==> src/rtl/pipe_trace_monitor.sv <==
// rtl/pipe_trace_monitor.sv - shadow pipeline tracker with saturating counters and done/timeout freeze
module pipe_trace_monitor #(
    parameter int CNT_W      = 32,
    parameter int DONE_REG   = 9,
    parameter int DONE_VALUE = 200,
    parameter int TIMEOUT    = 50
) (
    input  logic             clk,
    input  logic             reset,
    input  logic             clr,
    input  logic [31:0]      pc_in,
    input  logic             stall_in,
    input  logic             flush_in,
    input  logic             wb_we,
    input  logic [4:0]       wb_rd,
    input  logic [31:0]      wb_data,
    output logic [31:0]      pc_if,
    output logic [31:0]      pc_id,
    output logic [31:0]      pc_ex,
    output logic [31:0]      pc_mem,
    output logic [31:0]      pc_wb,
    output logic [4:0]       valid_vec,
    output logic [CNT_W-1:0] cycle_cnt,
    output logic [CNT_W-1:0] retired_cnt,
    output logic [CNT_W-1:0] stall_cnt,
    output logic [CNT_W-1:0] flush_cnt,
    output logic             done,
    output logic             timeout,
    output logic [CNT_W-1:0] done_cycles
);

    logic [31:0]      pc_if_q, pc_if_d, pc_id_q, pc_id_d, pc_ex_q, pc_ex_d;
    logic [31:0]      pc_mem_q, pc_mem_d, pc_wb_q, pc_wb_d;
    logic [4:0]       valid_q, valid_d;
    logic [CNT_W-1:0] cycle_q, cycle_d, retired_q, retired_d;
    logic [CNT_W-1:0] stall_q, stall_d, flush_q, flush_d;
    logic [CNT_W-1:0] done_cycles_q, done_cycles_d;
    logic             done_q, done_d, timeout_q, timeout_d;
    logic             frozen, hit_done;

    function automatic logic [CNT_W-1:0] sat_inc(input logic [CNT_W-1:0] v, input logic inc);
        return (inc && (v != '1)) ? v + CNT_W'(1) : v;
    endfunction

    assign frozen   = done_q | timeout_q;
    // Register 0 is hardwired zero, so a write to it can never mean completion
    assign hit_done = wb_we && (wb_rd != 5'd0) && (wb_rd == 5'(DONE_REG))
                      && (wb_data == 32'(DONE_VALUE));

    always_comb begin
        pc_if_d       = pc_if_q;
        pc_id_d       = pc_id_q;
        pc_ex_d       = pc_ex_q;
        pc_mem_d      = pc_mem_q;
        pc_wb_d       = pc_wb_q;
        valid_d       = valid_q;
        cycle_d       = cycle_q;
        retired_d     = retired_q;
        stall_d       = stall_q;
        flush_d       = flush_q;
        done_d        = done_q;
        timeout_d     = timeout_q;
        done_cycles_d = done_cycles_q;
        if (clr) begin
            pc_if_d       = '0;
            pc_id_d       = '0;
            pc_ex_d       = '0;
            pc_mem_d      = '0;
            pc_wb_d       = '0;
            valid_d       = '0;
            cycle_d       = '0;
            retired_d     = '0;
            stall_d       = '0;
            flush_d       = '0;
            done_d        = 1'b0;
            timeout_d     = 1'b0;
            done_cycles_d = '0;
        end else if (!frozen) begin
            pc_if_d    = pc_in;
            valid_d[0] = 1'b1;
            if (flush_in) begin
                pc_id_d    = pc_if_q;
                valid_d[1] = 1'b0;
            end else if (!stall_in) begin
                pc_id_d    = pc_if_q;
                valid_d[1] = valid_q[0];
            end
            pc_ex_d    = pc_id_q;
            valid_d[2] = valid_q[1] & ~stall_in & ~flush_in;
            pc_mem_d   = pc_ex_q;
            valid_d[3] = valid_q[2];
            pc_wb_d    = pc_mem_q;
            valid_d[4] = valid_q[3];

            cycle_d   = sat_inc(cycle_q, 1'b1);
            retired_d = sat_inc(retired_q, valid_q[4]);
            stall_d   = sat_inc(stall_q, stall_in);
            flush_d   = sat_inc(flush_q, flush_in);

            if (hit_done) begin
                done_d        = 1'b1;
                done_cycles_d = cycle_d;
            end
            if ((TIMEOUT != 0) && (cycle_d == CNT_W'(TIMEOUT)))
                timeout_d = 1'b1;
        end
    end

    always_ff @(posedge clk or posedge reset) begin
        if (reset) begin
            pc_if_q       <= '0;
            pc_id_q       <= '0;
            pc_ex_q       <= '0;
            pc_mem_q      <= '0;
            pc_wb_q       <= '0;
            valid_q       <= '0;
            cycle_q       <= '0;
            retired_q     <= '0;
            stall_q       <= '0;
            flush_q       <= '0;
            done_q        <= 1'b0;
            timeout_q     <= 1'b0;
            done_cycles_q <= '0;
        end else begin
            pc_if_q       <= pc_if_d;
            pc_id_q       <= pc_id_d;
            pc_ex_q       <= pc_ex_d;
            pc_mem_q      <= pc_mem_d;
            pc_wb_q       <= pc_wb_d;
            valid_q       <= valid_d;
            cycle_q       <= cycle_d;
            retired_q     <= retired_d;
            stall_q       <= stall_d;
            flush_q       <= flush_d;
            done_q        <= done_d;
            timeout_q     <= timeout_d;
            done_cycles_q <= done_cycles_d;
        end
    end

    assign pc_if       = pc_if_q;
    assign pc_id       = pc_id_q;
    assign pc_ex       = pc_ex_q;
    assign pc_mem      = pc_mem_q;
    assign pc_wb       = pc_wb_q;
    assign valid_vec   = valid_q;
    assign cycle_cnt   = cycle_q;
    assign retired_cnt = retired_q;
    assign stall_cnt   = stall_q;
    assign flush_cnt   = flush_q;
    assign done        = done_q;
    assign timeout     = timeout_q;
    assign done_cycles = done_cycles_q;

endmodule

==> config.mk <==
export PLATFORM = sky130hd
export DESIGN_NAME = pipe_trace_monitor
export DESIGN_NICKNAME = d
export VERILOG_FILES = /design/src/rtl/pipe_trace_monitor.sv
export SDC_FILE = /design/constraint.sdc
export NUM_CORES = 1
export LEC_CHECK = 0
export BUFFER_PORTS_ARGS = -buffer_cell sky130_fd_sc_hd__buf_2
export CAP_MARGIN = 20
export CORE_MARGIN = 4
export CORE_UTILIZATION = 55
export DETAILED_ROUTE_END_ITERATION = 8
export PLACE_DENSITY = 0.9
export SYNTH_ARGS = -nofsm -noshare
export SYNTH_HDL_FRONTEND = slang
export SYNTH_SLANG_ARGS = --single-unit
export TNS_END_PERCENT = 50
==> constraint.sdc <==
create_clock -name clk -period 17.8 [get_ports clk]
set_input_delay 3.56 -clock clk [delete_from_list [all_inputs] [get_ports clk]]
set_output_delay 3.56 -clock clk [all_outputs]
set_load 0.02 [all_outputs]
### Word-level counts from Yosys, hierarchy flattened

Cells that the tools add are included.

* output and inout port bits: 327
* input port bits: 75
* flip-flop bits (word level): 327
* logic and storage cells: 87

* $add $sub $neg: 4
* equality and inequality tests: 9
* reduce and logical (&&, ||, !) cells: 18
* bitwise logic cells: 5
* muxes and demuxes: 37

Operators with widths (count)
* 32-bit two-way mux: 27
* 32-bit by 1-bit adder with 32-bit output (second input constant): 4
* 32-bit != test (second input constant): 4
* 32-bit by 6-bit equality test with 1-bit output (second input constant): 1
* 32-bit by 8-bit equality test with 1-bit output (second input constant): 1
* 2-bit AND reduction: 6
* 5-bit two-way mux: 2
* 2-bit nonzero test: 5
* 1-bit two-way mux: 8
* 1-bit logical AND: 6
* 5-bit by 4-bit equality test with 1-bit output (second input constant): 1
* 5-bit nonzero test: 1
* 3-bit by 2-bit != test with 1-bit output (second input constant): 1
* 1-bit bitwise AND: 2
* 2-bit != test (second input constant): 1
* 1-bit inverter: 2
* 1-bit OR: 1

### Depth between registers and ports, before layout

Gate-level depths: netlist of the first run.

* word-level depth: 7
* mapped depth: 11
* mapped depth without buffers: 9

### Worst setup path after synthesis of the first run

OpenSTA, ideal clock, no wires.

* kind: input to register
* from: input wb_data[9]
* to: register done_cycles_q[0] (netlist: done_cycles[0])
* data arrival time: 4.966 ns
* path slack: 12.702 ns
* library setup time: 0.132 ns
* data required time: 17.668 ns
* stages: 7
* path buffers: 2
* path through: nor4_1 -> nand3_1 -> nor3_1 -> clkbuf_1 -> clkbuf_1 -> mux2i_1 -> nor2_1

* cells in the longest elaborated chain, start to end: 4

RTL lines
* from (decl): line 16 `input logic [31:0] wb_data,`
* 32-bit by 8-bit equality test with 1-bit output: line 48 `&& (wb_data == 32'(DONE_VALUE));`
* 1-bit logical AND: line 48
* 2-bit nonzero test (no source line)
* 2-bit AND reduction (no source line)
* to (signal assigned): line 137 `done_cycles_q <= done_cycles_d;`
* to (decl): line 37 `logic [CNT_W-1:0] done_cycles_q, done_cycles_d;`

Every way passes these cells.
A chain may end at the register's enable or synchronous reset.

### Worst setup path after layout of the first run

* from: input clr
* to: register pc_id_q[17] (netlist: pc_id[17])

* cells in the longest elaborated chain, start to end: 2
* elaborated cells on any way between the ends: 4
* those cells by class: eq/ne: 2; mux: 1; reduce/logical: 1

RTL lines
* from (decl): line 10 `input logic clr,`
* 3-bit by 2-bit != test with 1-bit output (no source line) or 2-bit != test (tied branches)
* 2-bit AND reduction (no source line)
* to (signal assigned): line 126 `pc_id_q <= pc_id_d;`
* to (decl): line 32 `logic [31:0] pc_if_q, pc_if_d, pc_id_q, pc_id_d, pc_ex_q, pc_ex_d;`

Several ways; a longest one is shown, not always the timed one.

==> flow_results.xml, run 1 <==
<?xml version="1.0" encoding="UTF-8"?>
<metrics>
  <group name="sta">
    <metric name="worstMarginPinSlew" unit="ns">1.08</metric>
    <metric name="totalNegativeSetupSlack" unit="ns">0</metric>
    <metric name="post-route-min-period" unit="ns">4.97</metric>
    <metric name="max_fclk" unit="MHz">201</metric>
    <metric name="finalHoldViolations" unit="">0</metric>
    <metric name="rsz_0062_raised_after_global_routing" unit="">false</metric>
    <metric name="timing.clock.skew" unit="ns">0.0146</metric>
    <metric name="finalCritPeriodShare" unit="%">27.9</metric>
    <metric name="setup_viol" unit="">0</metric>
    <metric name="finalMaxSlewViolations" unit="">0</metric>
    <metric name="slew_headroom" unit="%">27.7</metric>
  </group>
  <group name="critical_path">
    <metric name="critPathRequiredTime" unit="ns">18.18</metric>
    <metric name="critical_path.n_buffers_inverters" unit="">2</metric>
    <metric name="worstPathCellList" unit="">buf_8 &gt; buf_4 &gt; nand2b_1 &gt; o21ai_0</metric>
    <metric name="worst_path_dominant_cell_family" unit="">buffers and inverters</metric>
    <metric name="timing.critical_path.arrival" unit="ns">5.35</metric>
    <metric name="setup.worst_path.end_class" unit="">register</metric>
    <metric name="cp-start-kind" unit="">input pin</metric>
    <metric name="worst_path_largest_cell_delay" unit="ns">0.81</metric>
    <metric name="crit_path_max_fanout" unit="">139</metric>
    <metric name="regToRegSetupSlack" unit="ns">13.82</metric>
    <metric name="crit_path_slowest_cell" unit="">buf_4</metric>
    <metric name="critical_path_class" unit="">input pin to register</metric>
  </group>
  <group name="floorplanning">
    <metric name="rows" unit="">60</metric>
    <metric name="die_area" unit="um^2">30200</metric>
    <metric name="die_height" unit="um">174</metric>
    <metric name="dieWidth" unit="um">174</metric>
    <metric name="io-pin-count" unit="">402</metric>
    <metric name="core_footprint" unit="um^2">27000</metric>
    <metric name="floorplan.initialDensity" unit="%">56.0</metric>
  </group>
  <group name="clock_tree">
    <metric name="cts.root.buffer_cell" unit="">clkbuf_16</metric>
    <metric name="worst_skew_pair.late_latency" unit="ns">0.51</metric>
    <metric name="cts.sinks" unit="">327</metric>
    <metric name="postCtsSetupRepairBufs" unit="">0</metric>
    <metric name="cts_buffer_depth" unit="">3</metric>
    <metric name="cts_buffers" unit="">36</metric>
    <metric name="cts_max_level" unit="">2</metric>
    <metric name="cts_resized" unit="">0</metric>
    <metric name="cts.hold.buffers_added" unit="">0</metric>
    <metric name="clock_tree_from_tritoncts" unit="">built</metric>
    <metric name="clkSlewWorstSetupHoldPaths" unit="ns">0.06</metric>
  </group>
  <group name="drt">
    <metric name="wl_per_instance" unit="um">18.8</metric>
    <metric name="detail_route.vias_per_cell" unit="">5.82</metric>
    <metric name="drtAntennaViolNets" unit="">0</metric>
    <metric name="drcViolationCount" unit="">0</metric>
    <metric name="wirelength" unit="um">44500</metric>
    <metric name="dr.pass1.iters" unit="">6</metric>
    <metric name="drtIter0Drc" unit="">1667</metric>
    <metric name="routed-via-count" unit="">13800</metric>
  </group>
  <group name="yosys">
    <metric name="compound_cell_area_share_of_the_yosys_netlist" unit="%">10.1</metric>
    <metric name="yosysWarningCount" unit="">0</metric>
    <metric name="synth_xor_xnor_area_share" unit="%">6.94</metric>
    <metric name="postSynthNetCount" unit="">1736</metric>
    <metric name="combinational_family_with_the_most_area_after_synthesis" unit="">simple AND/OR/NAND/NOR gates</metric>
    <metric name="post_synth_instance_area" unit="um^2">15100</metric>
    <metric name="post_synth_mux_area_share" unit="%">1.15</metric>
    <metric name="synthAdderAreaFrac" unit="%">0.331</metric>
    <metric name="synth_cells" unit="">1657</metric>
    <metric name="syn_avg_cell_area" unit="um^2">9.14</metric>
    <metric name="synth-seq-cells" unit="">327</metric>
    <metric name="synth_cell_type_count" unit="">50</metric>
    <metric name="yosys.area_share.simple" unit="%">24.1</metric>
    <metric name="seq_area_frac_synth" unit="%">54.1</metric>
  </group>
  <group name="final_layout">
    <metric name="most_common_library_cell_in_the_layout_ignoring_fill_and_taps" unit="">buf_2</metric>
    <metric name="seq_area" unit="um^2">8180</metric>
    <metric name="multiInputGateArea" unit="um^2">6480</metric>
    <metric name="filler_cells" unit="">2033</metric>
    <metric name="most-common-layout-cells" unit="">buf_2 (400), nand2_1 (348), dfrtp_1 (327)</metric>
    <metric name="fin_nets" unit="">2079</metric>
    <metric name="area_delta_synth_final" unit="%">22.1</metric>
    <metric name="drive_above_1_share" unit="%">23.8</metric>
  </group>
  <group name="power">
    <metric name="sequentialPowerShare" unit="%">47.7</metric>
    <metric name="totalPowerFinal" unit="mW">1.62</metric>
    <metric name="ir_drop" unit="V">0.0000805</metric>
    <metric name="p_leak" unit="nW">8.99</metric>
    <metric name="switchingPower" unit="mW">0.375</metric>
    <metric name="clock_power_share" unit="%">46.7</metric>
    <metric name="swShare" unit="%">23.2</metric>
    <metric name="power_report.internal_total" unit="mW">1.24</metric>
    <metric name="p_per_area" unit="nW/um^2">87.4</metric>
    <metric name="pwr-share-comb" unit="%">5.6</metric>
  </group>
  <group name="grt">
    <metric name="antenna_found_initial" unit="">4</metric>
    <metric name="gr-total-overflow" unit="">0</metric>
    <metric name="grt_start_max_net_pins" unit="">183</metric>
    <metric name="grt_util_all_layers" unit="%">28.3</metric>
    <metric name="grt_pass1_vias" unit="">13100</metric>
    <metric name="grt_first_pass_wirelength" unit="um">70700</metric>
  </group>
  <group name="hold_path">
    <metric name="min-delay-path-class" unit="">register to register</metric>
  </group>
  <group name="placed_design">
    <metric name="place.port_buffers" unit="">401</metric>
    <metric name="post_detail_place_hpwl" unit="um">30300</metric>
    <metric name="globalplace.congestion" unit="">0.965</metric>
  </group>
  <group name="run">
    <metric name="cap_viol_max_count" unit="">0</metric>
  </group>
  <group name="run_status">
    <metric name="run_status" unit="">finished clean</metric>
  </group>
</metrics>
==> metrics by stage <==
| stage | hold slack [ns] | instances | setup slack (ns) | instance area [um^2] | utilization (%) |
|---|---|---|---|---|---|
| floorplan | 0.606 | 1657 | 5.19 | 15100 | - |
| finish | 0.510 | 2368 | 12.83 | 18500 | 68.4 |
| global route | 0.524 | 2368 | 12.68 | 18500 | 68.4 |
| detailed placement | 0.493 | 2302 | 12.34 | 17300 | 63.9 |
| CTS | 0.514 | 2366 | 12.85 | 18500 | 68.3 |
| global placement | 0.494 | 2302 | 12.38 | 17300 | 63.9 |
==> sequential cells by signal, summed over array words and instances, names as in the netlist <==
register,flops
stall_cnt,32
retired_cnt,32
valid_vec,5
pc_wb,32
timeout,1
cycle_cnt,32
done_cycles,32
flush_cnt,32
pc_id,32
pc_ex,32
pc_mem,32
done,1
pc_if,32
==> final timing paths <==
check	start	end	cells after the start
max in group asynchronous	reset	pc_wb[24]	4
min in group asynchronous	reset	flush_cnt[3]	2
min	pc_if[20]	pc_id[20]	1
max reg2reg	cycle_cnt[0]	timeout	8
min reg2reg	pc_if[20]	pc_id[20]	1
max	clr	pc_id[17]	4
==> worst register-to-register path: cells and delay by family (launching register included) <==
family / cells / cell delay [ns]
AOI/OAI and AO/OA: 1 / 0.26
xor gates and xnor gates: 1 / 0.35
adders and majority gates: 1 / 0.40
DFF: 1 / 0.55
and+or+nand+nor: 5 / 2.33
==> power by group through the flow <==
stage          Clock (mW)  Sequential (mW)  Combinational (mW)
2_1_floorplan           0            0.795              0.0392
3_3_place_gp            0            0.783              0.0890
3_5_place_dp            0            0.783              0.0908
4_1_cts             0.765            0.770              0.0914
5_1_grt             0.798            0.772              0.0998
6_report            0.754            0.770              0.0910
==> final cells by class <==
cell class / count / share of cell area [%]
Sequential cell: 327 / 44.3
Multi-Input combinational cell: 1206 / 35.1
Timing Repair Buffer: 411 / 11.5
Clock buffer: 56 / 5.77
Tap cell: 341 / 2.31
Clock inverter: 8 / 0.697
Inverter: 18 / 0.406
Antenna cell: 1 / 0.0135
==> Yosys cell counts, drive strengths merged <==
| library cell | instances | area [um^2] |
|---|---|---|
| nand2 | 349 | 1320 |
| dfrtp | 327 | 8180 |
| nor2 | 182 | 683 |
| a21oi | 167 | 836 |
| clkbuf | 74 | 278 |
| xor2 | 62 | 543 |
| xnor2 | 58 | 508 |
| nand3 | 56 | 280 |
| nand4 | 48 | 300 |
| o21ai | 46 | 230 |
| buf | 32 | 156 |
| or3 | 29 | 181 |
| nor3 | 28 | 163 |
| nand2b | 24 | 150 |
| and3 | 22 | 143 |
| a211oi | 18 | 135 |
| a22o | 18 | 158 |
| inv | 18 | 67.6 |
| and4 | 16 | 140 |
| mux2i | 14 | 140 |
| nor4 | 12 | 81.3 |
| and2 | 11 | 68.8 |
| o211ai | 6 | 45.0 |
| a31oi | 5 | 31.3 |
| a311oi | 4 | 41.3 |
| ha | 4 | 50.1 |
| or2 | 4 | 25.0 |
| mux2 | 3 | 33.8 |
| or4 | 3 | 22.5 |
| nor2b | 2 | 12.5 |
| nor3b | 2 | 15.0 |
| nor4b | 2 | 17.5 |
| nor4bb | 2 | 20.0 |
| o31ai | 2 | 15.0 |
| a211o | 1 | 8.76 |
| a22oi | 1 | 7.51 |
| a31o | 1 | 8.76 |
| a32o | 1 | 10.0 |
| and2b | 1 | 7.51 |
| nand4b | 1 | 15.0 |
| o31a | 1 | 8.76 |
==> kinds of logic after synthesis <==
logic type               Yosys count
AO/OA/AOI/OAI                    271
multiplexers                      17
XOR/XNOR                         120
buffers and inverters            124
flip-flops                       327
AND/OR/NAND/NOR                  794
adder cells (fa/ha/maj)            4
==> per-layer routing <==
layer / global-route usage (%) / up-vias / part of all wire, %
li1: - / 6301 / -
met1: 39.4 / 6680 / 40
met2: 42.9 / 645 / 46
met3: 6.05 / 146 / 8.0
met4: 13.4 / 6 / 5.3
met5: 0 / - / 0.076
(Power assumes the default switching activity.)
==> inputs of run 2 (changes only) <==
--- a/config.mk
+++ b/config.mk
@@ -8,9 +8,9 @@
 export BUFFER_PORTS_ARGS = -buffer_cell sky130_fd_sc_hd__buf_2
 export CAP_MARGIN = 20
 export CORE_MARGIN = 4
-export CORE_UTILIZATION = 55
+export CORE_UTILIZATION = 48
 export DETAILED_ROUTE_END_ITERATION = 8
-export PLACE_DENSITY = 0.9
+export PLACE_DENSITY = 0.84
 export SYNTH_ARGS = -nofsm -noshare
 export SYNTH_HDL_FRONTEND = slang
 export SYNTH_SLANG_ARGS = --single-unit
==> constraint.sdc (replaced) <==
create_clock -name clk -period 4.5 [get_ports clk]
set_input_delay 0.9 -clock clk [delete_from_list [all_inputs] [get_ports clk]]
set_output_delay 0.9 -clock clk [all_outputs]
set_load 0.02 [all_outputs]
==> run 2 against run 1 <==
Critical path depth is 5 higher. Wire length is 2.9% higher. Total power grew to 3.9 times the previous value. Count of clock-buffer cells in the layout is 4 lower. Worst setup slack worse by 12 ns. Utilization is 8.2 points lower. First-iteration DRC count is 27% lower. Highest routed layer unchanged.
==> flow_results.xml, run 2 (synthesis gave the netlist of run 1 again) <==
<?xml version="1.0" encoding="UTF-8"?>
<metrics>
  <group name="drt">
    <metric name="wirelength_met1" unit="um">19500</metric>
    <metric name="wirelength" unit="um">45800</metric>
    <metric name="routed-via-count" unit="">13700</metric>
    <metric name="drtAntennaViolNets" unit="">0</metric>
    <metric name="met2_length" unit="um">21400</metric>
    <metric name="drcViolationCount" unit="">0</metric>
    <metric name="dr_wl_met3" unit="um">3010</metric>
    <metric name="drtIter0Drc" unit="">1222</metric>
    <metric name="detail_route.vias_per_cell" unit="">5.63</metric>
    <metric name="dr.pass1.iters" unit="">7</metric>
    <metric name="wl_per_instance" unit="um">18.9</metric>
    <metric name="routed.top_layer" unit="">met5</metric>
  </group>
  <group name="sta">
    <metric name="slew_headroom" unit="%">8.61</metric>
    <metric name="post-route-min-period" unit="ns">3.46</metric>
    <metric name="timing.clock.skew" unit="ns">0.0148</metric>
    <metric name="worstMarginPinSlew" unit="ns">1.37</metric>
    <metric name="layout_setup_ws" unit="ns">1.04</metric>
    <metric name="max_fclk" unit="MHz">289</metric>
    <metric name="fin_hold_ws" unit="ns">0.504</metric>
    <metric name="finalMaxSlewViolations" unit="">0</metric>
    <metric name="setup_viol" unit="">0</metric>
    <metric name="rsz_0062_raised_after_global_routing" unit="">false</metric>
    <metric name="finalHoldViolations" unit="">0</metric>
    <metric name="finalCritPeriodShare" unit="%">76.9</metric>
  </group>
  <group name="grt">
    <metric name="grt_start_max_net_pins" unit="">256</metric>
    <metric name="grt_first_pass_wirelength" unit="um">71300</metric>
    <metric name="antenna_found_initial" unit="">1</metric>
    <metric name="grt_pass1_vias" unit="">13100</metric>
    <metric name="gr-total-overflow" unit="">0</metric>
    <metric name="grt_util_all_layers" unit="%">25.6</metric>
  </group>
  <group name="final_layout">
    <metric name="most_common_library_cell_in_the_layout_ignoring_fill_and_taps" unit="">buf_2</metric>
    <metric name="drive_above_1_share" unit="%">24.0</metric>
    <metric name="fin_nets" unit="">2084</metric>
    <metric name="post_layout_nonfiller_instances" unit="">2424</metric>
    <metric name="postLayoutCellArea" unit="um^2">18600</metric>
    <metric name="filler_cells" unit="">2635</metric>
    <metric name="seq_area" unit="um^2">8180</metric>
    <metric name="area_delta_synth_final" unit="%">22.7</metric>
    <metric name="most-common-layout-cells" unit="">buf_2 (400), nand2_1 (348), dfrtp_1 (327)</metric>
    <metric name="multiInputGateArea" unit="um^2">6480</metric>
  </group>
  <group name="floorplanning">
    <metric name="die_height" unit="um">186</metric>
    <metric name="die_area" unit="um^2">34400</metric>
    <metric name="floorplan.initialDensity" unit="%">49.1</metric>
    <metric name="rows" unit="">64</metric>
    <metric name="io-pin-count" unit="">402</metric>
    <metric name="dieWidth" unit="um">186</metric>
    <metric name="core_footprint" unit="um^2">30800</metric>
  </group>
  <group name="critical_path">
    <metric name="critical-path-top-cell-by-count" unit="">nand4_1</metric>
    <metric name="cp-start-kind" unit="">register</metric>
    <metric name="crit_path_slowest_cell" unit="">or4_1</metric>
    <metric name="timing.critical_path.arrival" unit="ns">3.88</metric>
    <metric name="critical_path_class" unit="">register to register</metric>
    <metric name="critPathRequiredTime" unit="ns">4.92</metric>
    <metric name="worst_path_largest_cell_delay" unit="ns">0.54</metric>
    <metric name="crit_path_max_fanout" unit="">10</metric>
    <metric name="setup.worst_path.end_class" unit="">register</metric>
    <metric name="worstPathCellList" unit="">ha_1 &gt; and4_1 &gt; nand4_1 &gt; buf_4 &gt; o21ai_0 &gt; a32o_1 &gt; nand4_1 &gt; or4_1 &gt; o31ai_1</metric>
  </group>
  <group name="power">
    <metric name="totalPowerFinal" unit="mW">6.25</metric>
    <metric name="ir_drop" unit="V">0.000203</metric>
    <metric name="p_per_area" unit="nW/um^2">337</metric>
    <metric name="p_leak" unit="nW">8.99</metric>
  </group>
  <group name="hold_path">
    <metric name="min-delay-path-class" unit="">register to register</metric>
  </group>
  <group name="clock_tree">
    <metric name="worst_skew_pair.late_latency" unit="ns">0.51</metric>
    <metric name="cts_buffers" unit="">36</metric>
    <metric name="cts_buffer_depth" unit="">3</metric>
    <metric name="clkSlewWorstSetupHoldPaths" unit="ns">0.06</metric>
    <metric name="cts_max_level" unit="">2</metric>
    <metric name="cts.sinks" unit="">327</metric>
    <metric name="cts.root.buffer_cell" unit="">clkbuf_16</metric>
    <metric name="clock_tree_from_tritoncts" unit="">built</metric>
    <metric name="cts_resized" unit="">0</metric>
    <metric name="postCtsSetupRepairBufs" unit="">0</metric>
    <metric name="cts.hold.buffers_added" unit="">0</metric>
  </group>
  <group name="placed_design">
    <metric name="post-place-cells" unit="">2361</metric>
    <metric name="globalplace.congestion" unit="">0.951</metric>
    <metric name="post_detail_place_hpwl" unit="um">32200</metric>
    <metric name="place.port_buffers" unit="">401</metric>
    <metric name="detailedPlace.worstSlack" unit="ns">1.09</metric>
    <metric name="post_place_instance_area" unit="um^2">17400</metric>
  </group>
  <group name="run_status">
    <metric name="run_status" unit="">finished clean</metric>
  </group>
  <group name="run">
    <metric name="cap_viol_max_count" unit="">0</metric>
  </group>
</metrics>
## run 2: worst paths after layout
path                              start            end  slack, ns  cells after the start
setup / recovery           cycle_cnt[0]        timeout       1.04                      9
hold / removal                pc_id[11]      pc_id[11]       0.50                      2
setup reg to reg           cycle_cnt[0]        timeout       1.04                      9
hold reg to reg               pc_id[11]      pc_id[11]       0.50                      2
max in group asynchronous         reset  stall_cnt[20]       2.87                      3
min in group asynchronous         reset       pc_wb[1]       0.58                      2
## run 2: where the power goes
group | switching, mW | internal [mW] | leakage, nW
clock network | 1.17 | 1.66 | 0.545
registers | 0.0557 | 2.99 | 4.50
logic | 0.258 | 0.109 | 3.94
## run 2: worst max-delay path: cells and delay by family, from the launching register on
kind,cells,cell delay (ns)
flops,1,0.52
simple gates,4,1.60
fa+ha+maj,1,0.38
compound gates,3,0.54
buf+inv,1,0.34
## run 2: cell type report
class / count / share of cell area, %
Antenna cell: 1 / 0.0135
Tap cell: 396 / 2.67
Clock inverter: 8 / 0.438
Sequential cell: 327 / 44.1
Inverter: 18 / 0.384
Timing Repair Buffer: 416 / 11.9
Multi-Input combinational cell: 1206 / 34.9
Clock buffer: 52 / 5.61
## run 2: stage by stage
step | utilization, % | setup TNS, ns
6_report | 60.2 | 0
5_1_grt | 60.2 | 0
4_1_cts | 60.1 | 0
3_5_place_dp | 56.5 | 0
3_3_place_gp | 56.4 | 0
2_1_floorplan | - | -250.06
## run 2: metal layers
layer | up-vias | global-route usage [%]
met5 | - | 0
met4 | 2 | 9.62
met3 | 107 | 5.02
met2 | 532 | 39.8
met1 | 6698 | 35.8
li1 | 6311 | -
